$ cat src/rtl/bk_adder_pipe.sv
`timescale 1ns/1ps
// bk_adder_pipe: three-stage pipelined Brent-Kung adder/subtractor with a
// valid/ready stream interface and full backpressure.
//   S1: operand conditioning (B inverted for subtract), bit P/G, group P/G.
//   S2: up-sweep of the Brent-Kung prefix tree over the group pairs.
//   S3: down-sweep, group carries, per-group ripple sum, result flags.
// The carry-in is kept beside the tree rather than folded into group 0.
// Every group carry is therefore Gpre | (Ppre & c0), and every prefix P is
// consumed downstream.
// Optional feature macro: BK_ADDER_OVF_EN adds the registered signed-overflow
// output 'ovf'. When it is undefined, the port and its logic are absent.
module bk_adder_pipe #(
  parameter int WIDTH     = 32,
  parameter int GROUPSIZE = 4
) (
  input  logic             clk,
  input  logic             rst,
  input  logic             in_valid,
  output logic             in_ready,
  input  logic [WIDTH-1:0] a,
  input  logic [WIDTH-1:0] b,
  input  logic             cin,
  input  logic             sub,
  output logic             out_valid,
  input  logic             out_ready,
  output logic [WIDTH-1:0] sum,
  output logic             cout,
`ifdef BK_ADDER_OVF_EN
  output logic             ovf,
`endif
  output logic             zero
);

  localparam int NG   = WIDTH / GROUPSIZE;
  localparam int LOGN = $clog2(NG);

  // stage load enables and valid bits
  logic             s1_ld, s2_ld, s3_ld;
  logic             v1_q, v1_d, v2_q, v2_d, v3_q, v3_d;

  // S1 combinational operand conditioning
  logic [WIDTH-1:0] s1_bx, s1_p, s1_g;
  logic             s1_c0;
  logic [NG-1:0]    s1_gg, s1_gp;

  // S1 registers
  logic [WIDTH-1:0] p1_q, p1_d, g1_q, g1_d;
  logic [NG-1:0]    gg1_q, gg1_d, gp1_q, gp1_d;
  logic             c01_q, c01_d;

  // S2 up-sweep and registers
  logic [NG-1:0]    up_g, up_p;
  logic [WIDTH-1:0] p2_q, p2_d, g2_q, g2_d;
  logic [NG-1:0]    gg2_q, gg2_d, gp2_q, gp2_d;
  logic             c02_q, c02_d;

  // S3 down-sweep, sum formation and output registers
  logic [NG-1:0]    dn_g, dn_p, grp_cin;
  logic             rip_c;
  logic [WIDTH-1:0] s3_sum;
  logic             s3_cout, s3_zero;
  logic [WIDTH-1:0] sum_q, sum_d;
  logic             cout_q, cout_d, zero_q, zero_d;
`ifdef BK_ADDER_OVF_EN
  logic             s3_ovf, ovf_q, ovf_d;
`endif

  // Load enables ripple back from the consumer. in_valid never reaches in_ready.
  assign s3_ld     = ~v3_q | out_ready;
  assign s2_ld     = ~v2_q | s3_ld;
  assign s1_ld     = ~v1_q | s2_ld;
  assign in_ready  = s1_ld;
  assign out_valid = v3_q;
  assign sum       = sum_q;
  assign cout      = cout_q;
  assign zero      = zero_q;
`ifdef BK_ADDER_OVF_EN
  assign ovf       = ovf_q;
`endif

  // Stage valid bits: each takes its upstream valid on load and holds otherwise.
  always_comb begin
    v1_d = v1_q;
    v2_d = v2_q;
    v3_d = v3_q;
    if (s1_ld) begin
      v1_d = in_valid;
    end else begin
      v1_d = v1_q;
    end
    if (s2_ld) begin
      v2_d = v1_q;
    end else begin
      v2_d = v2_q;
    end
    if (s3_ld) begin
      v3_d = v2_q;
    end else begin
      v3_d = v3_q;
    end
  end

  // S1 operand conditioning: invert B for subtract, bit P/G, and group P/G by ripple.
  always_comb begin
    s1_bx = b ^ {WIDTH{sub}};
    s1_c0 = sub | cin;
    s1_p  = a ^ s1_bx;
    s1_g  = a & s1_bx;
    s1_gg = {NG{1'b0}};
    s1_gp = {NG{1'b1}};
    for (int j = 0; j < NG; j++) begin
      for (int k = 0; k < GROUPSIZE; k++) begin
        s1_gg[j] = s1_g[j*GROUPSIZE + k] | (s1_p[j*GROUPSIZE + k] & s1_gg[j]);
        s1_gp[j] = s1_gp[j] & s1_p[j*GROUPSIZE + k];
      end
    end
  end

  // S1 next state: capture a new beat on transfer, otherwise hold.
  always_comb begin
    p1_d  = p1_q;
    g1_d  = g1_q;
    gg1_d = gg1_q;
    gp1_d = gp1_q;
    c01_d = c01_q;
    if (s1_ld && in_valid) begin
      p1_d  = s1_p;
      g1_d  = s1_g;
      gg1_d = s1_gg;
      gp1_d = s1_gp;
      c01_d = s1_c0;
    end else begin
      p1_d  = p1_q;
      g1_d  = g1_q;
      gg1_d = gg1_q;
      gp1_d = gp1_q;
      c01_d = c01_q;
    end
  end

  // S2 up-sweep: at distance d, node m*2d+2d-1 absorbs node m*2d+d-1.
  always_comb begin
    int hi;
    int lo;
    hi   = 0;
    lo   = 0;
    up_g = gg1_q;
    up_p = gp1_q;
    for (int l = 0; l < LOGN; l++) begin
      for (int m = 0; m < NG / (2 << l); m++) begin
        hi       = m * (2 << l) + (2 << l) - 1;
        lo       = m * (2 << l) + (1 << l) - 1;
        up_g[hi] = up_g[hi] | (up_p[hi] & up_g[lo]);
        up_p[hi] = up_p[hi] & up_p[lo];
      end
    end
  end

  // S2 next state: load the up-sweep result when S2 advances, otherwise hold.
  always_comb begin
    p2_d  = p2_q;
    g2_d  = g2_q;
    gg2_d = gg2_q;
    gp2_d = gp2_q;
    c02_d = c02_q;
    if (s2_ld && v1_q) begin
      p2_d  = p1_q;
      g2_d  = g1_q;
      gg2_d = up_g;
      gp2_d = up_p;
      c02_d = c01_q;
    end else begin
      p2_d  = p2_q;
      g2_d  = g2_q;
      gg2_d = gg2_q;
      gp2_d = gp2_q;
      c02_d = c02_q;
    end
  end

  // S3 down-sweep fills the remaining prefixes; group carries then drive a per-group ripple sum.
  always_comb begin
    int hi;
    int lo;
    hi     = 0;
    lo     = 0;
    dn_g   = gg2_q;
    dn_p   = gp2_q;
    for (int l = LOGN - 2; l >= 0; l--) begin
      for (int m = 1; m < NG / (2 << l); m++) begin
        hi       = m * (2 << l) + (1 << l) - 1;
        lo       = m * (2 << l) - 1;
        dn_g[hi] = dn_g[hi] | (dn_p[hi] & dn_g[lo]);
        dn_p[hi] = dn_p[hi] & dn_p[lo];
      end
    end
    grp_cin = {dn_g[NG-2:0] | (dn_p[NG-2:0] & {(NG-1){c02_q}}), c02_q};
    s3_cout = dn_g[NG-1] | (dn_p[NG-1] & c02_q);
    s3_sum  = {WIDTH{1'b0}};
    rip_c   = 1'b0;
    for (int j = 0; j < NG; j++) begin
      rip_c = grp_cin[j];
      for (int k = 0; k < GROUPSIZE; k++) begin
        s3_sum[j*GROUPSIZE + k] = p2_q[j*GROUPSIZE + k] ^ rip_c;
        rip_c = g2_q[j*GROUPSIZE + k] | (p2_q[j*GROUPSIZE + k] & rip_c);
      end
    end
    s3_zero = (s3_sum == {WIDTH{1'b0}});
  end

`ifdef BK_ADDER_OVF_EN
  // Signed overflow: operands agree in sign (MSB P is 0, so MSB G is that sign) and the sum differs.
  always_comb begin
    s3_ovf = ~p2_q[WIDTH-1] & (s3_sum[WIDTH-1] ^ g2_q[WIDTH-1]);
  end
`endif

  // S3 next state: output data changes only when a real beat loads into S3.
  always_comb begin
    sum_d  = sum_q;
    cout_d = cout_q;
    zero_d = zero_q;
`ifdef BK_ADDER_OVF_EN
    ovf_d  = ovf_q;
`endif
    if (s3_ld && v2_q) begin
      sum_d  = s3_sum;
      cout_d = s3_cout;
      zero_d = s3_zero;
`ifdef BK_ADDER_OVF_EN
      ovf_d  = s3_ovf;
`endif
    end else begin
      sum_d  = sum_q;
      cout_d = cout_q;
      zero_d = zero_q;
`ifdef BK_ADDER_OVF_EN
      ovf_d  = ovf_q;
`endif
    end
  end

  // Valid bits: cleared asynchronously, so in-flight beats are discarded on reset.
  always_ff @(posedge clk or posedge rst) begin
    if (rst) begin
      v1_q <= 1'b0;
      v2_q <= 1'b0;
      v3_q <= 1'b0;
    end else begin
      v1_q <= v1_d;
      v2_q <= v2_d;
      v3_q <= v3_d;
    end
  end

  // S1 and S2 pipeline data registers.
  always_ff @(posedge clk or posedge rst) begin
    if (rst) begin
      p1_q  <= {WIDTH{1'b0}};
      g1_q  <= {WIDTH{1'b0}};
      gg1_q <= {NG{1'b0}};
      gp1_q <= {NG{1'b0}};
      c01_q <= 1'b0;
      p2_q  <= {WIDTH{1'b0}};
      g2_q  <= {WIDTH{1'b0}};
      gg2_q <= {NG{1'b0}};
      gp2_q <= {NG{1'b0}};
      c02_q <= 1'b0;
    end else begin
      p1_q  <= p1_d;
      g1_q  <= g1_d;
      gg1_q <= gg1_d;
      gp1_q <= gp1_d;
      c01_q <= c01_d;
      p2_q  <= p2_d;
      g2_q  <= g2_d;
      gg2_q <= gg2_d;
      gp2_q <= gp2_d;
      c02_q <= c02_d;
    end
  end

  // S3 result registers driving the outputs.
  always_ff @(posedge clk or posedge rst) begin
    if (rst) begin
      sum_q  <= {WIDTH{1'b0}};
      cout_q <= 1'b0;
      zero_q <= 1'b0;
`ifdef BK_ADDER_OVF_EN
      ovf_q  <= 1'b0;
`endif
    end else begin
      sum_q  <= sum_d;
      cout_q <= cout_d;
      zero_q <= zero_d;
`ifdef BK_ADDER_OVF_EN
      ovf_q  <= ovf_d;
`endif
    end
  end

endmodule

$ cat config.mk
export PLATFORM = sky130hd
export DESIGN_NAME = bk_adder_pipe
export DESIGN_NICKNAME = d
export VERILOG_FILES = /design/src/rtl/bk_adder_pipe.sv
export SDC_FILE = /design/constraint.sdc
export NUM_CORES = 1
export LEC_CHECK = 0
export CORE_MARGIN = 10
export CORE_UTILIZATION = 50
export DETAILED_ROUTE_END_ITERATION = 7
export GPL_TIMING_DRIVEN = 0
export PLACE_DENSITY_LB_ADDON = 0.12
export SYNTH_ARGS = -nofsm -noshare
export SYNTH_HDL_FRONTEND = slang
export SYNTH_SLANG_ARGS = --single-unit
$ cat constraint.sdc
create_clock -name clk -period 5.99 [get_ports clk]
set_input_delay 0.599 -clock clk [delete_from_list [all_inputs] [get_ports clk]]
set_output_delay 0.599 -clock clk [all_outputs]
set_load 0.05 [all_outputs]
==> metrics.txt, run 1 <==
Yosys cell types=35; post-cts resize count=0; Worst Path Max Fanout=6; H-tree levels=4; Crit. End Element=flop; Syn Nets=738; hold path cells=1; clock root cell=clkbuf_16; Leak Pwr=4.82 nW; Die Y=150 µm; Post-Route WL=19200 µm; largest area contributor in the netlist=dfrtp_1; status=finished clean; Crit path top cell by count=ha_1; wire per inst=19.8 µm; clk_skew=0.00900 ns; Critical-path top delay cell=nor4_1; postcts setup bufs=0; # diodes=0; Slew HR=58.6%; Async S/R FF share, synth=100%; Mapped Avg Cell Area=13.8 µm²; total track usage=17.9%; clk slew on worst S/H paths=0.06 ns; Initial Util=50.8%; Post-Layout Cell Count=969; RSZ-0062 raised after global routing=no; sequential-to-total area share from yosys stat=54.3%; Total Neg Setup Slack=0 ns; Hold Crit Class=reg -> reg; Hold Path End=g1_q[16]; mapped cell area=8430 µm²; share of the synthesized area in the top cell type=54.3%; placed cells=937; via count=5121; Vias/cell=5.28; setup violators final=0; CTS sink count=183; die area=22500 µm²; initial antenna violation count=0; register bit total from synthesis=183; worst r2r path cells=11; crit start category=flop; # hold bufs at CTS=0; share of cells above drive strength 1=22.8%; MaxCap Viol Count=0; fmax=0.293 GHz; Die W=150 µm; slowest cell delay on critical path=0.52 ns; CP bufs+invs=0; VDD IR max=0.000270 V; first-pass GRT wire length=30800 µm; number of global-route vias before repair=5635; worst r2r src=c02_q; cell family with most CP delay=simple AND/OR/NAND/NOR gates; Synth area leaders=dfrtp_1, mux2_2, ha_1, mux2_1, xor2_1; slew at the pin with the worst max-slew slack=0.621 ns; reg2reg setup slack=2.58 ns; drt drc=0; EDFF count, synth=0; Reg-to-Reg End=zero; Clk Latency, worst-skew pair=0.43 ns; Critical Path AT=3.78 ns; Final min period=3.41 ns; CTS tree=done; Pwr per Cell Area=447 nW/µm²; Iter 0 DRT Violations=214; Ys Warns=0; Final nets=862; Main synth FF type=dfrtp_1; Critical Path, Cell by Cell=a21o_1 -> a21o_1 -> ha_1 -> or2_2 -> ha_1 -> or2_2 -> ha_1 -> nor4_1 -> nand4_1 -> nor3_1 -> a32o_1; HPWL after DPL=14400 µm; clock buffer depth=2; I/O pin count=106; I/O Buffers=104; Placeable Area=16600 µm²; Critical Path RT=6.36 ns; Initial DRT Pass Iterations=4; CP Class=reg -> reg; Hold Fails Final Rpt=0; Mapped Cells=612; Hold Crit Start=g1_q[16]; # rows=47; ANT nets after route=0; Num CTS Buffers=17; Final Max Tran Viols=0; area grow syn2layout=23.5%; largest net degree at the start of global routing=128; overflow left after global routing=0; routability cong.=0.823; Final Util=62.8%; Final Cycle Share=57.0%
## flip-flops by register name, summed over array words and instances, names as in the netlist, 8 cells and up
signal / flops
p2_q: 32
g2_q: 24
gg2_q: 8
sum: 32
gp2_q: 8
g1_q: 24
p1_q: 32
gg1_q: 8
gp1_q: 8
## final cells by class
class	instances	area (µm²)
buffer	25	218
clock buffer	24	492
clock inverter	8	143
fill	1319	6170
inverter	1	11.3
multi-input combinational	403	3630
sequential	183	4580
tap	220	275
timing repair buffer	105	1070
## per-stage QoR
| step | hold WS (ns) | setup WS [ns] | instance area (µm²) | power (W) |
|---|---|---|---|---|
| floorplan | 0.446 | 0.419 | 8430 | 0.00287 |
| finish | 0.486 | 2.58 | 10400 | 0.00466 |
| CTS | 0.492 | 2.46 | 10400 | 0.00471 |
| global route | 0.506 | 2.45 | 10400 | 0.00490 |
| detailed placement | 0.477 | 2.48 | 9780 | 0.00350 |
| global placement | 0.460 | -1.73 | 9750 | 0.00344 |
## where the power goes
| group | leakage, nW | internal (W) | switching [W] |
|---|---|---|---|
| Sequential | 2.24 | 0.00159 | 0.000200 |
| Clock | 0.310 | 0.000742 | 0.000464 |
| Combinational | 2.27 | 0.000728 | 0.000937 |
| Total | 4.82 | 0.00306 | 0.00160 |
## metal layers
metal	up-vias	global-route usage [%]	wire length [µm]
li1	2423	-	-
met1	2577	22.6	8600
met2	97	29.6	9510
met3	24	4.23	794
met4	0	5.88	312
met5	-	0	0
## kinds of logic (layout without fill, tap and decap cells)
kind of cell               after synthesis  after routing  share of synthesized area [%]
buffers and inverters                   26            163                           2.63
AOI/OAI and AO/OA                       68             68                           5.00
xor gates and xnor gates                40             40                           4.15
muxes                                  150            150                           20.0
and+or+nand+nor                         89             89                           5.56
adders and majority gates               56             56                           8.31
DFF                                    183            183                           54.3
## synthesized netlist by cell type (all sizes together), types with 7 or more instances
library cell / instances
nand4: 10
dfrtp: 183
o21ai: 28
or2: 16
nor4: 7
buf: 23
nor2: 11
a21oi: 13
nand2: 35
xor2: 36
ha: 56
a21o: 24
mux2: 150
## worst max path at each step
stage,start,endpoint,cells past startpoint
after global placement,rst,g1_q[20],2
after floorplan,rst,c01_q,1
after detailed placement,c02_q,zero,11
final,c02_q,zero,11
after global routing,c02_q,zero,11
after CTS,c02_q,zero,11
## worst register-to-register path: stages, from the launching register on
cell     delay, ns
dfrtp_1       0.47
a21o_1        0.26
a21o_1        0.22
ha_1          0.18
or2_2         0.27
ha_1          0.17
or2_2         0.27
ha_1          0.31
nor4_1        0.52
nand4_1       0.24
nor3_1        0.24
a32o_1        0.19
## layout by cell type (no fill, tap or decap), drive strengths merged
master	synthesis	final
nor2	11	11
and4	1	1
nor2b	1	1
a21oi	13	13
nand4	10	10
clkdlybuf4s50	0	104
bufinv	0	4
nor4	7	7
a32o	1	1
o41ai	1	1
clkinv	0	3
ha	56	56
clkbuf	2	26
dfrtp	183	183
nand3b	1	1
or2	16	16
clkinvlp	0	1
nand2	35	35
mux2	150	150
nand2b	4	4
buf	23	24
xnor2	4	4
xor2	36	36
a31oi	1	1
nor3	1	1
o21ai	28	28
inv	1	1
nand4b	1	1
or3b	1	1
a21o	24	24
(Power assumes the default switching activity.)
==> run 2: changes to the inputs <==
==> constraint.sdc (replaced) <==
create_clock -name clk -period 3.4 [get_ports clk]
set_input_delay 0.34 -clock clk [delete_from_list [all_inputs] [get_ports clk]]
set_output_delay 0.34 -clock clk [all_outputs]
set_load 0.05 [all_outputs]
==> run 2 against run 1 <==
- power up 75%
- sequential share of layout area down 0.21 points
- count of clock-buffer cells in the layout down 4
- maximum frequency up 6.1%
- final cell count up 0.31%
- routed wire length up 0.90%
- combinational power up 79%
- clock power up 69%
- via count up 0.78%
- register-to-register slack worse by 2.4 ns
- highest routed layer unchanged
==> metrics.txt, run 2 (synthesis results as in run 1) <==
area of placed instances=9830 µm² (+0.50%); Critical Path RT=3.76 ns (-2.60 ns); clock buffer depth=2 (unchanged); Worst Path Max Fanout=6 (unchanged); Clk Latency, worst-skew pair=0.43 ns (about the same); Hold Fails Final Rpt=0 (unchanged); Initial DRT Pass Iterations=4 (unchanged); fmax=0.311 GHz (+6.1%); total track usage=17.9% (+0.049 points); Iter 0 DRT Violations=201 (-6.1%); pre-CTS setup slack=-0.133 ns (-2.61 ns); Final Max Tran Viols=0 (unchanged); I/O Buffers=104 (unchanged); area of the multi-input gates=3650 µm² (+0.55%); area grow syn2layout=24.1%; H-tree levels=4 (unchanged); Die W=150 µm (unchanged); setup violators final=0 (unchanged); via count=5161 (+0.78%); Critical Path AT=3.58 ns (-0.20 ns); layout filler cell count=1279 (-3.0%); postcts setup bufs=0 (unchanged); hold_ws=0.340 ns (-0.146 ns); die area=22500 µm² (unchanged); Leak Pwr=4.82 nW (+0.11%); Post-Route WL=19400 µm (+0.90%); placed cells=940 (+0.32%); clock root cell=clkbuf_16; Vias/cell=5.31 (+0.47%); # diodes=0 (unchanged); Final WS setup=0.181 ns (-2.39 ns); Final nets=865 (+0.35%); Placeable Area=16600 µm² (unchanged); Hold Crit Class=in -> async; status=finished clean; Pwr per Cell Area=781 nW/µm² (+75%); slew at the pin with the worst max-slew slack=0.655 ns (+0.0342 ns); Final min period=3.22 ns (-0.196 ns); first-pass GRT wire length=31100 µm (+0.74%); MaxCap Viol Count=0 (unchanged); initial antenna violation count=0 (unchanged); reg2reg setup slack=0.18 ns (-2.39 ns); worst r2r src=c02_q; share of cells above drive strength 1=23.8% (+0.97 points); wire per inst=19.9 µm (+0.59%); Reg-to-Reg End=zero; CTS sink count=183 (unchanged); largest net degree at the start of global routing=45 (-65%); number of global-route vias before repair=5729 (+1.7%); most frequent cells in the layout=dfrtp_1, clkdlybuf4s50_1, mux2_2; crit start category=flop; VDD IR max=0.000446 V (+65%); clk_skew=0.00984 ns (+0.000840 ns); RSZ-0062 raised after global routing=no; drt drc=0 (unchanged); Total Power=0.00817 W (+75%); Die Y=150 µm (unchanged); Post-Layout Cell Count=972 (+0.31%); Crit. End Element=flop; clk slew on worst S/H paths=0.07 ns (about the same); ANT nets after route=0 (unchanged); routability cong.=0.826 (+0.39%); CTS tree=done; CP Class=reg -> reg; Num CTS Buffers=17 (unchanged); I/O pin count=106 (unchanged); Slew HR=56.2% (-2.4 points); # rows=47 (unchanged); commonest non-fill, non-tap cell in the layout=dfrtp_1; Final Cycle Share=94.7% (+38 points); Initial Util=50.8% (unchanged); Storage cell area=4580 µm² (unchanged); worst r2r path cells=11 (unchanged); Design Area, Final=10500 µm² (+0.48%); overflow left after global routing=0 (unchanged); HPWL after DPL=14700 µm (+2.1%)
[run 2: how the worst max path moves through the flow]
stage               startpoint       end  depth (start not counted)
floorplan                  rst     c01_q                          1
global placement           rst  g1_q[20]                          2
detailed placement       c02_q      zero                         11
CTS                      c02_q      zero                         11
global route             c02_q      zero                         12
finish                   c02_q      zero                         11
[run 2: area by class of cell]
class                           count  share of cell area [%]
Buffer                             25                    2.08
Clock buffer                       20                    4.46
Clock inverter                     12                    1.42
Inverter                            1                  0.0717
Multi-Input combinational cell    403                    34.9
Sequential cell                   183                    43.7
Tap cell                          220                    2.63
Timing Repair Buffer              108                    10.7
[run 2: per-stage QoR]
stage | TNS, ns | util [%]
after floorplan | 0 | -
after global placement | -113.87 | 58.8
after detailed placement | -0.133 | 59.3
after CTS | 0 | 63.0
after global routing | 0 | 63.1
final | 0 | 63.1
[run 2: report_power, final]
| group | total (W) | internal (W) | switching [W] |
|---|---|---|---|
| clock | 0.00204 | 0.00121 | 0.000832 |
| combinational | 0.00297 | 0.00130 | 0.00167 |
| sequential | 0.00316 | 0.00280 | 0.000355 |
[run 2: critical path: stages, from the launching register on]
cell and delay (ns):
dfrtp_1 0.47, a21o_1 0.25, a21o_1 0.23, ha_1 0.18, or2_2 0.28, ha_1 0.19, or2_2 0.27, ha_1 0.34
nor4_4 0.33, nand4_1 0.23, nor3_2 0.21, a32o_1 0.18
[run 2: what timing repair did]
action / in CTS / in global routing
endpoints found under the setup margin: 1 / 1
resized for setup: 1 / 2
hold buffers: 0 / 0
[run 2: routing by layer]
metal	routed length, µm	track usage, %
met1	8360	22.3
met3	920	4.38
met4	265	4.76
met2	9850	30.6
met5	0	0
